`config.mk`:
```
export PLATFORM = sky130hd
export DESIGN_NAME = debug_display_sequencer
export DESIGN_NICKNAME = d
export VERILOG_FILES = /design/src/rtl/debug_display_sequencer_pkg.sv /design/src/rtl/debug_display_sequencer_scan_timer.sv /design/src/rtl/debug_display_sequencer.sv
export SDC_FILE = /design/constraint.sdc
export NUM_CORES = 1
export LEC_CHECK = 0
export BUFFER_PORTS_ARGS = -buffer_cell sky130_fd_sc_hd__buf_2
export CAP_MARGIN = 25
export CORE_AREA = 3 3 266 268
export CTS_CLUSTER_SIZE = 40
export DETAILED_ROUTE_END_ITERATION = 16
export DIE_AREA = 0 0 269 271
export PLACE_DENSITY = 0.37
export SLEW_MARGIN = 20
export SYNTH_ARGS = -nofsm -noshare
export SYNTH_HDL_FRONTEND = slang
export SYNTH_SLANG_ARGS = --single-unit
```
`constraint.sdc`:
```
create_clock -name Clock -period 8.9 [get_ports Clock]
set_input_delay 1.78 -clock Clock [delete_from_list [all_inputs] [get_ports Clock]]
set_output_delay 1.78 -clock Clock [all_outputs]
set_load 0.02 [all_outputs]
```
`src/rtl/debug_display_sequencer_pkg.sv`:
```
// Shared constants for the debug display sequencer: default display patterns,
// channel numbering used to pack Channels_In, and selection-source encodings.
package debug_display_sequencer_pkg;

  localparam logic [31:0] DEF_OFF_PATTERN = 32'h0000_0FF0;
  localparam logic [31:0] DEF_ERR_PATTERN = 32'h0000_DEDE;

  // Channel numbers used by the processor debug taps when packing Channels_In.
  localparam int unsigned CH_STAGE    = 0;
  localparam int unsigned CH_PC       = 1;
  localparam int unsigned CH_IR       = 2;
  localparam int unsigned CH_RA       = 3;
  localparam int unsigned CH_RB       = 4;
  localparam int unsigned CH_RZ       = 5;
  localparam int unsigned CH_RM       = 6;
  localparam int unsigned CH_RY       = 7;
  localparam int unsigned CH_CCR      = 8;
  localparam int unsigned CH_MAR      = 9;
  localparam int unsigned CH_MDR      = 10;
  localparam int unsigned CH_IMM      = 11;
  localparam int unsigned CH_ALU_OP   = 12;
  localparam int unsigned CH_BR_TGT   = 13;
  localparam int unsigned CH_PC_TEMP  = 14;
  localparam int unsigned CH_RF_WADDR = 15;
  localparam int unsigned CH_MEM_ADDR = 16;
  localparam int unsigned CH_MEM_DATA = 17;
  localparam int unsigned CH_CTRL     = 18;
  localparam int unsigned CH_IFMT     = 19;
  localparam int unsigned CH_COUNT    = 20;

  typedef enum logic [1:0] {
    IDX_HOLD,
    IDX_LOAD,
    IDX_STEP,
    IDX_SCAN
  } idx_src_e;

  typedef enum logic [1:0] {
    DSP_LIVE,
    DSP_ERR,
    DSP_HOLD,
    DSP_OFF
  } dsp_src_e;

  function automatic int unsigned sel_width(input int unsigned n);
    return (n < 2) ? 1 : $clog2(n);
  endfunction

endpackage

```
`src/rtl/debug_display_sequencer_scan_timer.sv`:
```
// Auto-scan tick generator: pulses Tick once every SCAN_DIV enabled cycles.
module dbg_scan_timer #(
  parameter int unsigned SCAN_DIV = 50_000_000,
  localparam int unsigned CNT_W = (SCAN_DIV < 2) ? 1 : $clog2(SCAN_DIV)
) (
  input  logic Clock,
  input  logic Reset,
  input  logic Enable,
  input  logic Clear,
  output logic Tick
);

  logic [CNT_W-1:0] cnt_q, cnt_d;
  logic             at_end;

  assign at_end = (cnt_q == CNT_W'(SCAN_DIV - 1));
  assign Tick   = Enable & at_end;

  always_comb begin
    cnt_d = cnt_q + CNT_W'(1);
    if (!Enable || Clear || at_end) begin
      cnt_d = '0;
    end
  end

  always_ff @(posedge Clock) begin
    if (Reset) begin
      cnt_q <= '0;
    end else begin
      cnt_q <= cnt_d;
    end
  end

endmodule

```
`src/rtl/debug_display_sequencer.sv`:
```
// Clocked debug display selector: load/step/auto-scan channel index with a
// registered display word supporting freeze snapshots and blank/error patterns.
module debug_display_sequencer
  import debug_display_sequencer_pkg::*;
#(
  parameter int unsigned         N_CHANNELS  = 20,
  parameter int unsigned         DATA_W      = 32,
  parameter int unsigned         SCAN_DIV    = 50_000_000,
  parameter logic [DATA_W-1:0]   OFF_PATTERN = DATA_W'(DEF_OFF_PATTERN),
  parameter logic [DATA_W-1:0]   ERR_PATTERN = DATA_W'(DEF_ERR_PATTERN),
  localparam int unsigned        SEL_W       = sel_width(N_CHANNELS)
) (
  input  logic                         Clock,
  input  logic                         Reset,
  input  logic [N_CHANNELS*DATA_W-1:0] Channels_In,
  input  logic [SEL_W-1:0]             Display_Select,
  input  logic                         Load_Select,
  input  logic                         Step,
  input  logic                         Auto_Scan,
  input  logic                         Freeze,
  input  logic                         Display_Blank,
  output logic [DATA_W-1:0]            HexDisplay32Bits,
  output logic [SEL_W-1:0]             Current_Channel,
  output logic                         Select_Error,
  output logic                         Frozen
);

  logic [SEL_W-1:0]  idx_q, idx_d, idx_inc;
  logic              step_q;
  logic              step_rise;
  logic              scan_tick;
  logic              scan_clear;
  logic              sel_err_d;
  logic [DATA_W-1:0] hex_q, hex_d;
  logic [DATA_W-1:0] chan_word;
  logic              err_q;
  logic              frozen_q;
  idx_src_e          idx_src;
  dsp_src_e          dsp_src;

  assign step_rise  = Step & ~step_q;
  assign scan_clear = Load_Select | step_rise;

  dbg_scan_timer #(
    .SCAN_DIV (SCAN_DIV)
  ) u_scan_timer (
    .Clock  (Clock),
    .Reset  (Reset),
    .Enable (Auto_Scan),
    .Clear  (scan_clear),
    .Tick   (scan_tick)
  );

  // Out-of-range indices wrap to channel 0 just like the last valid channel.
  assign idx_inc = (32'(idx_q) >= N_CHANNELS - 1) ? '0 : idx_q + SEL_W'(1);

  always_comb begin
    idx_src = IDX_HOLD;
    if (Load_Select) begin
      idx_src = IDX_LOAD;
    end else if (step_rise) begin
      idx_src = IDX_STEP;
    end else if (scan_tick) begin
      idx_src = IDX_SCAN;
    end

    case (idx_src)
      IDX_LOAD: idx_d = Display_Select;
      IDX_STEP,
      IDX_SCAN: idx_d = idx_inc;
      default:  idx_d = idx_q;
    endcase
  end

  assign sel_err_d = (32'(idx_d) >= N_CHANNELS);

  always_comb begin
    chan_word = '0;
    for (int unsigned k = 0; k < N_CHANNELS; k++) begin
      if (32'(idx_d) == k) begin
        chan_word = Channels_In[k*DATA_W +: DATA_W];
      end
    end
  end

  always_comb begin
    dsp_src = DSP_LIVE;
    if (Display_Blank) begin
      dsp_src = DSP_OFF;
    end else if (Freeze) begin
      dsp_src = DSP_HOLD;
    end else if (sel_err_d) begin
      dsp_src = DSP_ERR;
    end

    case (dsp_src)
      DSP_OFF:  hex_d = OFF_PATTERN;
      DSP_HOLD: hex_d = hex_q;
      DSP_ERR:  hex_d = ERR_PATTERN;
      default:  hex_d = chan_word;
    endcase
  end

  // step_q resets high so a Step held across reset is not taken as an edge.
  always_ff @(posedge Clock) begin
    if (Reset) begin
      idx_q    <= '0;
      step_q   <= 1'b1;
      hex_q    <= '0;
      err_q    <= 1'b0;
      frozen_q <= 1'b0;
    end else begin
      idx_q    <= idx_d;
      step_q   <= Step;
      hex_q    <= hex_d;
      err_q    <= sel_err_d;
      frozen_q <= Freeze;
    end
  end

  assign HexDisplay32Bits = hex_q;
  assign Current_Channel  = idx_q;
  assign Select_Error     = err_q;
  assign Frozen           = frozen_q;

endmodule

```
; Word level (Yosys, flattened, before mapping)
; Index checks and enable logic that the tools add are counted.
[totals]
regBits = 66
output_inout_bits = 39
inputBits = 652
wordCells = 75
[op_classes]
n_bitwise = 4
n_mux = 29
add_sub_neg = 2
reduce_logical = 6
order_cmp = 2
eq_ne = 26
[ops]
columns = op, n
row1 = 2-to-1 mux 32 bit, 20
row2 = one-hot mux 32 bit (3 select lines), 1
row3 = "equality test 5 x 4 -> 1 bit, second input constant", 8
row4 = "adder 26 x 1 -> 26 bit, second input constant", 1
row5 = "equality test 26 bit, second input constant", 1
row6 = "equality test 5 x 3 -> 1 bit, second input constant", 4
row7 = "equality test 5 bit, second input constant", 4
row8 = "equality test 5 x 2 -> 1 bit, second input constant", 2
row9 = "greater-or-equal comparator 5 bit, second input constant", 2
row10 = 2-to-1 mux 2 bit, 5
row11 = one-hot mux 5 bit (2 select lines), 1
row12 = "equality test 2 bit, second input constant", 4
row13 = "adder 5 x 1 -> 5 bit, second input constant", 1
row14 = "equality test 5 x 1 -> 1 bit, second input constant", 1
row15 = logical NOT 5 bit, 1
row16 = 2-to-1 mux 5 bit, 1
row17 = "equality test 2 x 1 -> 1 bit, second input constant", 2
row18 = OR reduction 2 bit, 2
row19 = AND 1 bit, 2
row20 = logical OR 1 bit, 2
row21 = logical NOT 1 bit, 1
row22 = 2-to-1 mux 1 bit, 1
row23 = inverter 1 bit, 1
row24 = bitwise OR 1 bit, 1

; Depth between registers and ports, before layout
; Gate-level depths: netlist (run 1).
[depth]
depth_word = 30
depth_mapped = 17
depth_no_buf = 12

; By module
; Synthesis (run 1) repeated with hierarchy kept, for this count alone.
[unflattened]
cells_unflattened = 1392
hier_area_um2 = 8799.7
[by_module_without_submodules]
columns = mod, cells_each, n_inst, area_per_inst_um2
row1 = debug_display_sequencer, 1249, 1, 7567.3
row2 = dbg_scan_timer, 143, 1, 1232.4

; Least setup slack after synthesis (run 1)
; Ideal clock, no wire load.
[synth_path]
path_kind = input port to flip-flop
from = input Load_Select
to = register hex_q[20], in the netlist HexDisplay32Bits[20]
required_ns = 8.768
stages = 12
setup_slack_ns = 4.442
t_arrival_ns = 4.325
n_path_buf = 3
cell_sequence = clkbuf_1 -> clkbuf_1 -> nor3b_1 -> a22o_1 -> nor2_2 -> buf_2 -> mux2_2 -> a32o_1 -> a221oi_1 -> nand4_1 -> o21ai_0 -> a21oi_1
[synth_between]
elab_chain_cells = 26
elab_cells_between_ends = 54
classes_between = 1 x order compare / 25 x eq/ne / 26 x mux / 2 x reduce/logical
[synth_lines]
columns = element, line_no
row1 = "start, declared", debug_display_sequencer.sv:17  ; input logic Load_Select,
row2 = 2-to-1 mux 2 bit *, debug_display_sequencer.sv:59  ; if (Load_Select) begin
row3 = equality test 2 bit, debug_display_sequencer.sv:67  ; case (idx_src)
row4 = OR reduction 2 bit, debug_display_sequencer.sv:67
row5 = one-hot mux 5 bit (2 select lines) *, debug_display_sequencer.sv:67
row6 = logical NOT 5 bit, debug_display_sequencer.sv:80  ; if (32'(idx_d) == k) begin
row7 = 2-to-1 mux 32 bit (20 in a row), debug_display_sequencer.sv:80
row8 = one-hot mux 32 bit (3 select lines), debug_display_sequencer.sv:96  ; case (dsp_src)
row9 = "end signal, assigned", debug_display_sequencer.sv:109  ; hex_q <= '0;
row10 = "end signal, assigned", debug_display_sequencer.sv:115  ; hex_q <= hex_d;
row11 = "end, declared", debug_display_sequencer.sv:34  ; logic [DATA_W-1:0] hex_q, hex_d;
; Mark *: on every way between the ends. The rest lies on a longest branch, timed or not.
; A chain may end at the register's enable or synchronous reset.

; Worst setup path in the final report (run 1)
[layout_path]
from = input Step
to = register hex_q[3], in the netlist HexDisplay32Bits[3]
[layout_between]
elab_chain_cells = 28
elab_cells_between_ends = 56
classes_between = 1 x order compare / 25 x eq/ne / 27 x mux / 1 x bitwise / 2 x reduce/logical
[layout_lines]
columns = element, line_no
row1 = "start, declared", debug_display_sequencer.sv:18  ; input logic Step,
row2 = AND 1 bit *, debug_display_sequencer.sv:41  ; assign step_rise = Step & ~step_q;
row3 = 2-to-1 mux 2 bit *, debug_display_sequencer.sv:61  ; end else if (step_rise) begin
row4 = 2-to-1 mux 2 bit *, debug_display_sequencer.sv:59
row5 = equality test 2 bit, debug_display_sequencer.sv:67
row6 = OR reduction 2 bit, debug_display_sequencer.sv:67
row7 = one-hot mux 5 bit (2 select lines) *, debug_display_sequencer.sv:67
row8 = logical NOT 5 bit, debug_display_sequencer.sv:80
row9 = 2-to-1 mux 32 bit (20 in a row), debug_display_sequencer.sv:80
row10 = one-hot mux 32 bit (3 select lines), debug_display_sequencer.sv:96
; Marks and branches as above.

==> flow_metrics.py, run 1 <==
metrics = {
    "sta": {
        "finalHoldViolCount": 0,
        "max_freq_mhz": 160,
        "grt_setup_unrepaired": "no",
        "finalWorstSetupSlack_ns": 2.65,
        "setup_tns_ns": 0,
        "slew_headroom": 0.265,
        "min_period_ns": 6.25,
        "worstMarginPinSlew_ns": 1.10,
        "fin_crit_sh": 0.703,
        "fin_skew_ns": 0.0171,
        "setup_viol": 0,
        "worst_hold_slack_ns": 0.477,
        "maxSlewViolCount": 0,
    },
    "synth": {
        "synth_seq_cells": 66,
        "ys_seq_area_frac": 0.158,
        "synthesis.area_um2": 8370,
        "yosys.area.top_type": "dfxtp_1",
        "yosysMostFrequentCell": "nand2_1",
        "synthArstFlopShare": 0,
        "syn_nets": 1862,
        "synth.area.top_cells": "dfxtp_1, nand2_1, nor2_1",
        "ys.flop_type": "dfxtp_1",
        "syn-instance-count": 1208,
        "avgSynthCellArea_um2": 6.93,
        "synth-edff-count": 0,
        "netlist.area_leader.share": 0.158,
        "yosysWarnings": 0,
        "synthTopCellsByCount": "nand2_1, nor2_1, a21oi_1",
        "yosys.cell_types.count": 87,
    },
    "routing": {
        "drtAntennaViolNets": 0,
        "dr.pass1.iters": 5,
        "vias": 14300,
        "viasPerCell": 5.04,
        "drc": 0,
        "avgRoutedWirePerCell_um": 36.3,
        "drt_wl_total_mm": 103,
        "drt_iter0_drc": 1152,
    },
    "clock_network": {
        "root_buffer": "clkbuf_16",
        "tritoncts": "yes",
        "hold_buffers": 0,
        "clkSinkCount": 66,
        "cts_made_buffers": 9,
        "cts_buffer_depth": 2,
        "clock_latency_ns": 0.37,
        "post_cts_resized": 0,
        "cts_setup_buffers": 0,
        "htree_levels": 3,
        "clkSlewWorstSetupHoldPaths_ns": 0.07,
    },
    "critical_path": {
        "crit_family": "compound AO/OA/AOI/OAI gates",
        "path_max_fanout": 31,
        "crit_chain": "buf_2, nor2b_1, a31oi_4, or4b_1, nand2_4, buf_4, nor4_4, buf_4, a211o_1, o31ai_1, a31oi_1, o21ai_1, a21oi_1",
        "crit_required_ns": 9.16,
        "critical_path.slowest_cell": "o31ai_1",
        "arrival_ns": 6.51,
        "worstSetupStartpointType": "primary input",
        "crit_top_cell": "buf_4",
        "max_stage_delay_ns": 0.76,
        "critPathBufInv": 3,
        "crit_path_end_kind": "flip-flop",
        "path_class": "in2reg",
    },
    "final_layout": {
        "syn2layout_area_growth_pct": 59.8,
        "layout-drive-gt1-share": 0.435,
        "nNetsFinal": 2516,
        "seq_area_um2": 1320,
        "final_util": 0.195,
        "multi_input_area_um2": 6640,
        "nFillCells": 8030,
    },
    "run_status": {
        "status": "finished clean",
    },
    "floorplanning": {
        "rows": 96,
        "fp.dieArea_um2": 72900,
        "initial_core_util": 0.122,
        "core_area_um2": 68600,
        "die_x_um": 269,
        "pin_count": 691,
        "dieHeight_um": 271,
    },
    "global_route": {
        "track_usage": 0.268,
        "grt_pass1_vias": 14500,
        "grt_max_degree": 88,
        "antenna_found_initial": 89,
        "grt_overflow": 0,
        "grt_pass1_wl_mm": 132,
    },
    "min_path": {
        "hold_class": "reg2reg",
    },
    "power": {
        "pwr_density_cell_nw_per_um2": 110,
        "leakage_nw": 5.71,
        "total_power_mw": 1.47,
        "vdd_ir_drop_max_v": 0.0000893,
    },
    "placed_design": {
        "gp_congestion": 0.935,
        "post-place-ws_ns": 2.03,
        "hpwl_mm": 85.7,
        "port_buffers": 690,
    },
    "job": {
        "max_cap_violations": 0,
    },
}
stage by stage:
step	instance area, um^2	instances
after floorplan	8370	1208
after global placement	13000	2781
after detailed placement	13000	2781
after CTS	13300	2796
after global routing	13300	2813
final	13400	2831
placed cells by master, fill, tap and decap left out, types with 9 or more instances in the layout:
master / Yosys / final
and3_1: 15 / 15
xnor2_1: 12 / 12
buf_2: 50 / 690
nor3_1: 30 / 28
diode_2: 0 / 34
a31oi_1: 22 / 22
a222oi_1: 12 / 12
mux2i_1: 22 / 22
nand3_1: 63 / 63
o21ai_1: 13 / 14
xor2_1: 14 / 14
clkbuf_16: 0 / 9
a22o_1: 14 / 14
o31ai_1: 10 / 10
o221ai_1: 15 / 15
o22ai_1: 38 / 38
buf_4: 6 / 50
nor4_4: 8 / 12
o21ai_0: 70 / 69
a211oi_1: 14 / 14
nor2_1: 131 / 129
nand4_1: 20 / 20
a22oi_1: 55 / 55
o211ai_1: 10 / 10
dfxtp_1: 66 / 66
a21oi_1: 92 / 92
nand2_1: 156 / 156
a221oi_1: 44 / 44
metal layers:
layer | track usage | part of all wire | up-vias
met3 | 0.0945 | 0.091 | 167
met5 | 0 | 0.0040 | -
met1 | 0.309 | 0.39 | 7138
met4 | 0.0747 | 0.031 | 66
met2 | 0.463 | 0.48 | 753
li1 | - | - | 6132
cells by family after synthesis:
| logic type | after synthesis | share of synthesized area |
|---|---|---|
| compound gates | 500 | 0.425 |
| xor+xnor | 26 | 0.0272 |
| fa+ha+maj | 2 | 0.00299 |
| buf+inv | 105 | 0.0618 |
| flops | 66 | 0.158 |
| mux | 26 | 0.0317 |
| simple gates | 483 | 0.293 |
cell type report:
| class | count | share of cell area |
|---|---|---|
| clock inverters | 3 | 0.00299 |
| well taps | 931 | 0.0871 |
| diodes | 34 | 0.00636 |
| repair buffers | 741 | 0.288 |
| flip-flops and latches | 66 | 0.0988 |
| multi-input cells | 1037 | 0.497 |
| clock buffers | 12 | 0.0184 |
| inverters | 7 | 0.00197 |
report_power, final:
group          total (mW)  switching, mW  internal [mW]
Clock               0.398          0.174          0.223
Sequential          0.323         0.0151          0.308
Combinational       0.748          0.496          0.252
Total                1.47          0.685          0.783
registers in the layout (all words and copies together), names as in the netlist:
register / cells
Current_Channel: 5
Frozen: 1
Select_Error: 1
step_q: 1
u_scan_timer.cnt_q: 26
HexDisplay32Bits: 32
final timing paths:
| path | cells after the start | to | startpoint | slack (ns) |
|---|---|---|---|---|
| hold / removal | 1 | u_scan_timer.cnt_q[0] | u_scan_timer.cnt_q[0] | 0.48 |
| setup reg to reg | 12 | HexDisplay32Bits[26] | u_scan_timer.cnt_q[11] | 3.10 |
| setup / recovery | 13 | HexDisplay32Bits[3] | Step | 2.65 |
| hold reg to reg | 1 | u_scan_timer.cnt_q[0] | u_scan_timer.cnt_q[0] | 0.48 |
No activity file was read; power rests on OpenSTA's default activity.
==> run 2, diff against run 1 <==
--- a/config.mk
+++ b/config.mk
@@ -5,12 +5,13 @@
 export SDC_FILE = /design/constraint.sdc
 export NUM_CORES = 1
 export LEC_CHECK = 0
+export ABC_AREA = 1
 export BUFFER_PORTS_ARGS = -buffer_cell sky130_fd_sc_hd__buf_2
 export CAP_MARGIN = 25
-export CORE_AREA = 3 3 266 268
+export CORE_AREA = 3 3 270 272
 export CTS_CLUSTER_SIZE = 40
 export DETAILED_ROUTE_END_ITERATION = 16
-export DIE_AREA = 0 0 269 271
+export DIE_AREA = 0 0 273 275
 export PLACE_DENSITY = 0.37
 export SLEW_MARGIN = 20
 export SYNTH_ARGS = -nofsm -noshare
==> constraint.sdc (replaced) <==
create_clock -name Clock -period 5.2 [get_ports Clock]
set_input_delay 1.04 -clock Clock [delete_from_list [all_inputs] [get_ports Clock]]
set_output_delay 1.04 -clock Clock [all_outputs]
set_load 0.02 [all_outputs]
==> flow_metrics.py, run 2 <==
metrics = {
    "sta": {
        "finalWorstSetupSlack_ns": 0.822,
        "setup_tns_ns": 0,
        "fin_crit_sh": 0.842,
        "worstMarginPinSlew_ns": 0.931,
        "setup_viol": 0,
        "maxSlewViolCount": 0,
        "fin_skew_ns": 0.0134,
        "finalHoldViolCount": 0,
        "grt_setup_unrepaired": "no",
        "slew_headroom": 0.379,
        "max_freq_mhz": 228,
        "min_period_ns": 4.38,
    },
    "global_route": {
        "antenna_found_initial": 28,
        "track_usage": 0.194,
        "use_met2": 0.335,
        "grt_overflow": 0,
        "grt.busiest_layer": "met2",
        "grt_pass1_vias": 13300,
        "use_met3": 0.0356,
        "grt_util_met1": 0.237,
        "grt_pass1_wl_mm": 102,
        "grt_max_degree": 33,
    },
    "critical_path": {
        "rrSetupSlack_ns": 0.82,
        "crit_path_end_kind": "flip-flop",
        "path_class": "reg2reg",
        "crit_chain": "ha_1, nand2_1, nor2_1, nand2_2, nor2_4, nand3_4, nand4_1, nand3_4, buf_4, nand3_4, inv_2, a21oi_1, nand4_1, o21ai_1, nand4_1, nor2_1, nand4_1, nor2_1, nand4_1, nor3_1, buf_4, nor2_1",
        "crit_required_ns": 5.45,
        "worstSetupStartpointType": "flip-flop",
        "path_max_fanout": 19,
        "arrival_ns": 4.63,
        "max_stage_delay_ns": 0.36,
        "rr_startpoint": "u_scan_timer.cnt_q[0]",
        "critical_path.slowest_cell": "dfxtp_1",
        "r2r_cells": 22,
        "crit_top_cell": "nand4_1",
        "r2r-end": "HexDisplay32Bits[9]",
    },
    "min_path": {
        "holdPathStages": 1,
        "min_from": "u_scan_timer.cnt_q[0]",
        "hold_end": "u_scan_timer.cnt_q[0]",
        "hold_class": "reg2reg",
    },
    "synth": {
        "synthTopCellsByCount": "nand2_1, nor2_1, inv_1",
        "ys_seq_area_frac": 0.160,
        "syn-instance-count": 1581,
        "syn_nets": 2235,
        "synth-edff-count": 0,
        "synthAdderAreaFrac": 0.00303,
        "netlist.area_leader.share": 0.266,
        "synth.area.top_cells": "nand2_1, dfxtp_1, nand4_1",
        "yosys.area.top_type": "nand2_1",
        "avgSynthCellArea_um2": 5.23,
        "synth_compound_area_frac": 0.110,
        "yosys.cell_types.count": 40,
        "synth_seq_cells": 66,
        "synth_mux_area_frac": 0,
        "yosys.area_share.simple": 0.599,
        "yosysMostFrequentCell": "nand2_1",
        "ys.flop_type": "dfxtp_1",
        "synth_top_family_by_area": "simple AND/OR/NAND/NOR gates",
        "synthArstFlopShare": 0,
        "yosysWarnings": 0,
        "synthesis.area_um2": 8270,
        "synth_xor_area_frac": 0.00424,
    },
    "final_layout": {
        "nNetsFinal": 2907,
        "layout-drive-gt1-share": 0.375,
        "layout_commonest_cell": "buf_2",
        "syn2layout_area_growth_pct": 60.8,
        "final_cell_mix": "buf_2, nand2_1, nor2_1",
        "largest_reg_flops": 32,
    },
    "power": {
        "vdd_ir_drop_max_v": 0.000118,
        "leakage_nw": 6.63,
        "pwr_density_cell_nw_per_um2": 165,
    },
    "job": {
        "max_cap_violations": 0,
    },
    "clock_network": {
        "htree_levels": 3,
        "root_buffer": "clkbuf_16",
        "cts_buffer_depth": 2,
        "cts_setup_buffers": 0,
        "post_cts_resized": 0,
        "cts_made_buffers": 9,
        "hold_buffers": 0,
        "clkSlewWorstSetupHoldPaths_ns": 0.06,
        "clkSinkCount": 66,
        "tritoncts": "yes",
        "clock_latency_ns": 0.36,
    },
    "floorplanning": {
        "fp.dieArea_um2": 75100,
        "core_area_um2": 71000,
        "initial_core_util": 0.117,
        "dieHeight_um": 275,
        "rows": 98,
        "pin_count": 691,
        "die_x_um": 273,
    },
    "placed_design": {
        "hpwl_mm": 67.0,
        "port_buffers": 690,
        "post-place-ws_ns": 0.487,
        "gp_congestion": 1.02,
    },
    "routing": {
        "drc": 0,
        "drtAntennaViolNets": 0,
        "vias": 13300,
        "avgRoutedWirePerCell_um": 23.9,
        "viasPerCell": 4.13,
        "drt_iter0_drc": 1032,
        "dr.pass1.iters": 5,
        "drt_wl_total_mm": 77.1,
    },
    "run_status": {
        "status": "finished clean",
    },
}
==> run 2: cell count changes after synthesis, sizes merged, moves of 59 or more <==
cell / previous run / this run
nand4: 20 / 125
nand2: 159 / 596
a22oi: 59 / 0
nor2: 133 / 194
inv: 6 / 172
or2: 1 / 66
==> run 2: metrics by stage <==
stage	power, mW	hold slack [ns]	utilization	cells	cell area [um^2]
3_5_place_dp	1.59	0.448	0.183	3192	13000
2_1_floorplan	0.960	0.418	-	1581	8270
3_3_place_gp	1.60	0.433	0.183	3191	13000
4_1_cts	2.24	0.458	0.187	3208	13300
6_report	2.19	0.455	0.187	3221	13300
5_1_grt	2.34	0.468	0.187	3217	13300
==> run 2: layout make-up <==
cell class	instances	area, um^2
clock buffer	9	225
multi-input combinational	1267	5980
inverter	174	653
tap	950	1190
timing repair buffer	735	3840
clock inverter	7	60.1
sequential	66	1320
antenna	13	32.5
fill	8533	57700
==> run 2: kinds of logic (layout without fill, tap and decap cells) <==
| kind of cell | Yosys count | after routing |
|---|---|---|
| adders and majority gates | 2 | 2 |
| and+or+nand+nor | 1085 | 1085 |
| AOI/OAI and AO/OA | 176 | 176 |
| DFF | 66 | 66 |
| other | 0 | 13 |
| xor gates and xnor gates | 4 | 4 |
| buffers and inverters | 248 | 925 |
==> run 2: report_power, final <==
part | internal (mW) | switching [mW]
registers | 0.526 | 0.0139
clock network | 0.332 | 0.291
logic | 0.371 | 0.660
total | 1.23 | 0.965
==> run 2: how the worst max path moves through the flow <==
stage,from,end,cells past startpoint,slack [ns]
after CTS,u_scan_timer.cnt_q[0],HexDisplay32Bits[9],22,0.82
final,u_scan_timer.cnt_q[0],HexDisplay32Bits[9],22,0.82
after global routing,u_scan_timer.cnt_q[0],HexDisplay32Bits[9],23,0.60
after floorplan,Step,HexDisplay32Bits[20],20,2.12
after global placement,Load_Select,HexDisplay32Bits[9],18,0.49
after detailed placement,Load_Select,HexDisplay32Bits[9],18,0.49
==> run 2: critical path, delay by kind of cell, from the launching register on <==
kind	cells	cell delay, ns
adders and majority gates	1	0.18
AOI/OAI and AO/OA	2	0.49
DFF	1	0.36
and+or+nand+nor	16	2.60
buffers and inverters	3	0.62
==> run 2: layer usage <==
layer	part of all wire	vias to the layer above
met5	0.00064	-
met4	0.033	8
met3	0.066	101
met2	0.48	627
met1	0.42	6139
li1	-	6424
==> run 3, diff against run 2 <==
==> constraint.sdc (replaced) <==
create_clock -name Clock -period 3.6 [get_ports Clock]
set_input_delay 0.72 -clock Clock [delete_from_list [all_inputs] [get_ports Clock]]
set_output_delay 0.72 -clock Clock [all_outputs]
set_load 0.02 [all_outputs]
==> flow_metrics.py, run 3 (synthesized netlist as in run 2, its figures left out) <==
metrics = {
    "power": {
        "sw_frac_of_total": 0.403,
        "pwr_density_cell_nw_per_um2": 231,
        "p_int_mw": 2.27,
        "leakage_nw": 8.30,
        "total_power_mw": 3.81,
        "p_sw_mw": 1.53,
        "pwr-share-comb": 0.514,
        "clockPowerShare": 0.282,
        "vdd_ir_drop_max_v": 0.000214,
        "power_frac_seq": 0.204,
    },
    "floorplanning": {
        "die_x_um": 273,
        "dieHeight_um": 275,
        "pin_count": 691,
        "core_area_um2": 71000,
        "initial_core_util": 0.117,
        "rows": 98,
        "fp.dieArea_um2": 75100,
    },
    "routing": {
        "viasPerCell": 4.11,
        "drt_wl_total_mm": 77.3,
        "vias": 14200,
        "dr.pass1.iters": 5,
        "drc": 0,
        "drtAntennaViolNets": 0,
        "drt_iter0_drc": 880,
        "avgRoutedWirePerCell_um": 22.4,
    },
    "sta": {
        "fin_crit_sh": 1.03,
        "maxSlewViolCount": 0,
        "finalWorstSetupSlack_ns": -0.118,
        "grt_setup_unrepaired": "yes",
        "setup_tns_ns": -0.643,
        "fin_skew_ns": 0.0116,
        "min_period_ns": 3.72,
        "max_freq_mhz": 269,
        "setup_viol": 11,
        "finalHoldViolCount": 0,
        "worstMarginPinSlew_ns": 0.817,
        "slew_headroom": 0.453,
    },
    "global_route": {
        "antenna_found_initial": 20,
        "grt_pass1_wl_mm": 103,
        "grt_pass1_vias": 14100,
        "track_usage": 0.192,
        "grt_max_degree": 29,
        "grt_overflow": 0,
    },
    "critical_path": {
        "worstSetupStartpointType": "flip-flop",
        "crit_path_end_kind": "flip-flop",
        "critical_path.slowest_cell": "dfxtp_2",
        "path_max_fanout": 7,
        "crit_required_ns": 3.85,
        "arrival_ns": 3.97,
        "crit_top_cell": "nor2_4",
        "max_stage_delay_ns": 0.35,
        "path_class": "reg2reg",
    },
    "run_status": {
        "status": "complete, but fails checks",
        "violations": "negative setup slack",
    },
    "final_layout": {
        "postLayoutCellArea_um2": 16400,
        "nNetsFinal": 3135,
        "final_cell_mix": "buf_2, nand2_1, buf_4",
        "syn2layout_area_growth_pct": 98.8,
        "layout-drive-gt1-share": 0.494,
        "seq_area_um2": 1320,
        "nFillCells": 8339,
        "largest_reg_flops": 32,
        "multi_input_area_um2": 6790,
        "layout_commonest_cell": "buf_2",
    },
    "clock_network": {
        "clock_latency_ns": 0.36,
        "cts_made_buffers": 9,
        "hold_buffers": 0,
        "clkSinkCount": 66,
        "htree_levels": 3,
        "cts_buffer_depth": 2,
        "root_buffer": "clkbuf_16",
        "tritoncts": "yes",
        "clkSlewWorstSetupHoldPaths_ns": 0.06,
    },
    "job": {
        "max_cap_violations": 0,
    },
    "placed_design": {
        "hpwl_mm": 67.1,
        "post_dp_cell_area_um2": 14300,
        "gp_congestion": 1.04,
        "port_buffers": 690,
    },
    "min_path": {
        "hold_class": "reg2reg",
    },
}
## run 3: critical path: cells and delay by family (launching register included)
| kind | cells | cell delay, ns |
|---|---|---|
| flops | 1 | 0.35 |
| compound gates | 1 | 0.13 |
| fa+ha+maj | 1 | 0.15 |
| simple gates | 19 | 1.95 |
| buf+inv | 8 | 1.02 |
## run 3: metrics by stage
step                 util  instances  hold slack (ns)  setup slack, ns
finish              0.232       3449            0.464           -0.118
global route        0.231       3443            0.486           -0.342
CTS                 0.222       3411            0.463           -0.214
detailed placement  0.202       3351            0.454           -0.604
global placement    0.202       3351            0.452           -0.573
floorplan               -       1581            0.418            0.800
## run 3: timing repair
| action | CTS | global route |
|---|---|---|
| endpoints found under the hold margin | 0 | 0 |
| endpoints found under the setup margin | 30 | 51 |
| cloned | 5 | 2 |
| buffers inserted | 41 | 26 |
| resized for setup | 178 | 115 |
| pin swaps | 89 | 133 |
## run 3: final cells by class
cell class | instances | share of cell area
Multi-Input combinational cell | 1269 | 0.413
Timing Repair Buffer | 961 | 0.371
Sequential cell | 66 | 0.0805
Tap cell | 950 | 0.0723
Inverter | 174 | 0.0404
Clock buffer | 9 | 0.0137
Clock inverter | 7 | 0.00746
Antenna cell | 13 | 0.00198
## run 3: final timing paths
path,start,slack (ns),endpoint,depth (start not counted)
max,u_scan_timer.cnt_q[0],-0.12,HexDisplay32Bits[9],29
min,HexDisplay32Bits[21],0.46,HexDisplay32Bits[21],2
max reg2reg,u_scan_timer.cnt_q[0],-0.12,HexDisplay32Bits[9],29
min reg2reg,HexDisplay32Bits[21],0.46,HexDisplay32Bits[21],2
## run 3: power groups by stage
stage | registers [mW] | clock network [mW] | logic (mW)
4_1_cts | 0.776 | 1.12 | 1.89
2_1_floorplan | 0.826 | 0 | 0.561
6_report | 0.776 | 1.07 | 1.95
3_3_place_gp | 0.791 | 0 | 1.71
3_5_place_dp | 0.791 | 0 | 1.70
5_1_grt | 0.779 | 1.14 | 2.11
## run 3: per-layer routing
metal | wire (um) | track usage | share of wire | vias up
li1 | - | - | - | 6886
met1 | 31800 | 0.235 | 0.41 | 6479
met2 | 36800 | 0.334 | 0.48 | 677
met3 | 5230 | 0.0373 | 0.068 | 127
met4 | 3400 | 0.0708 | 0.044 | 4
met5 | 23 | 0 | 0.00030 | -
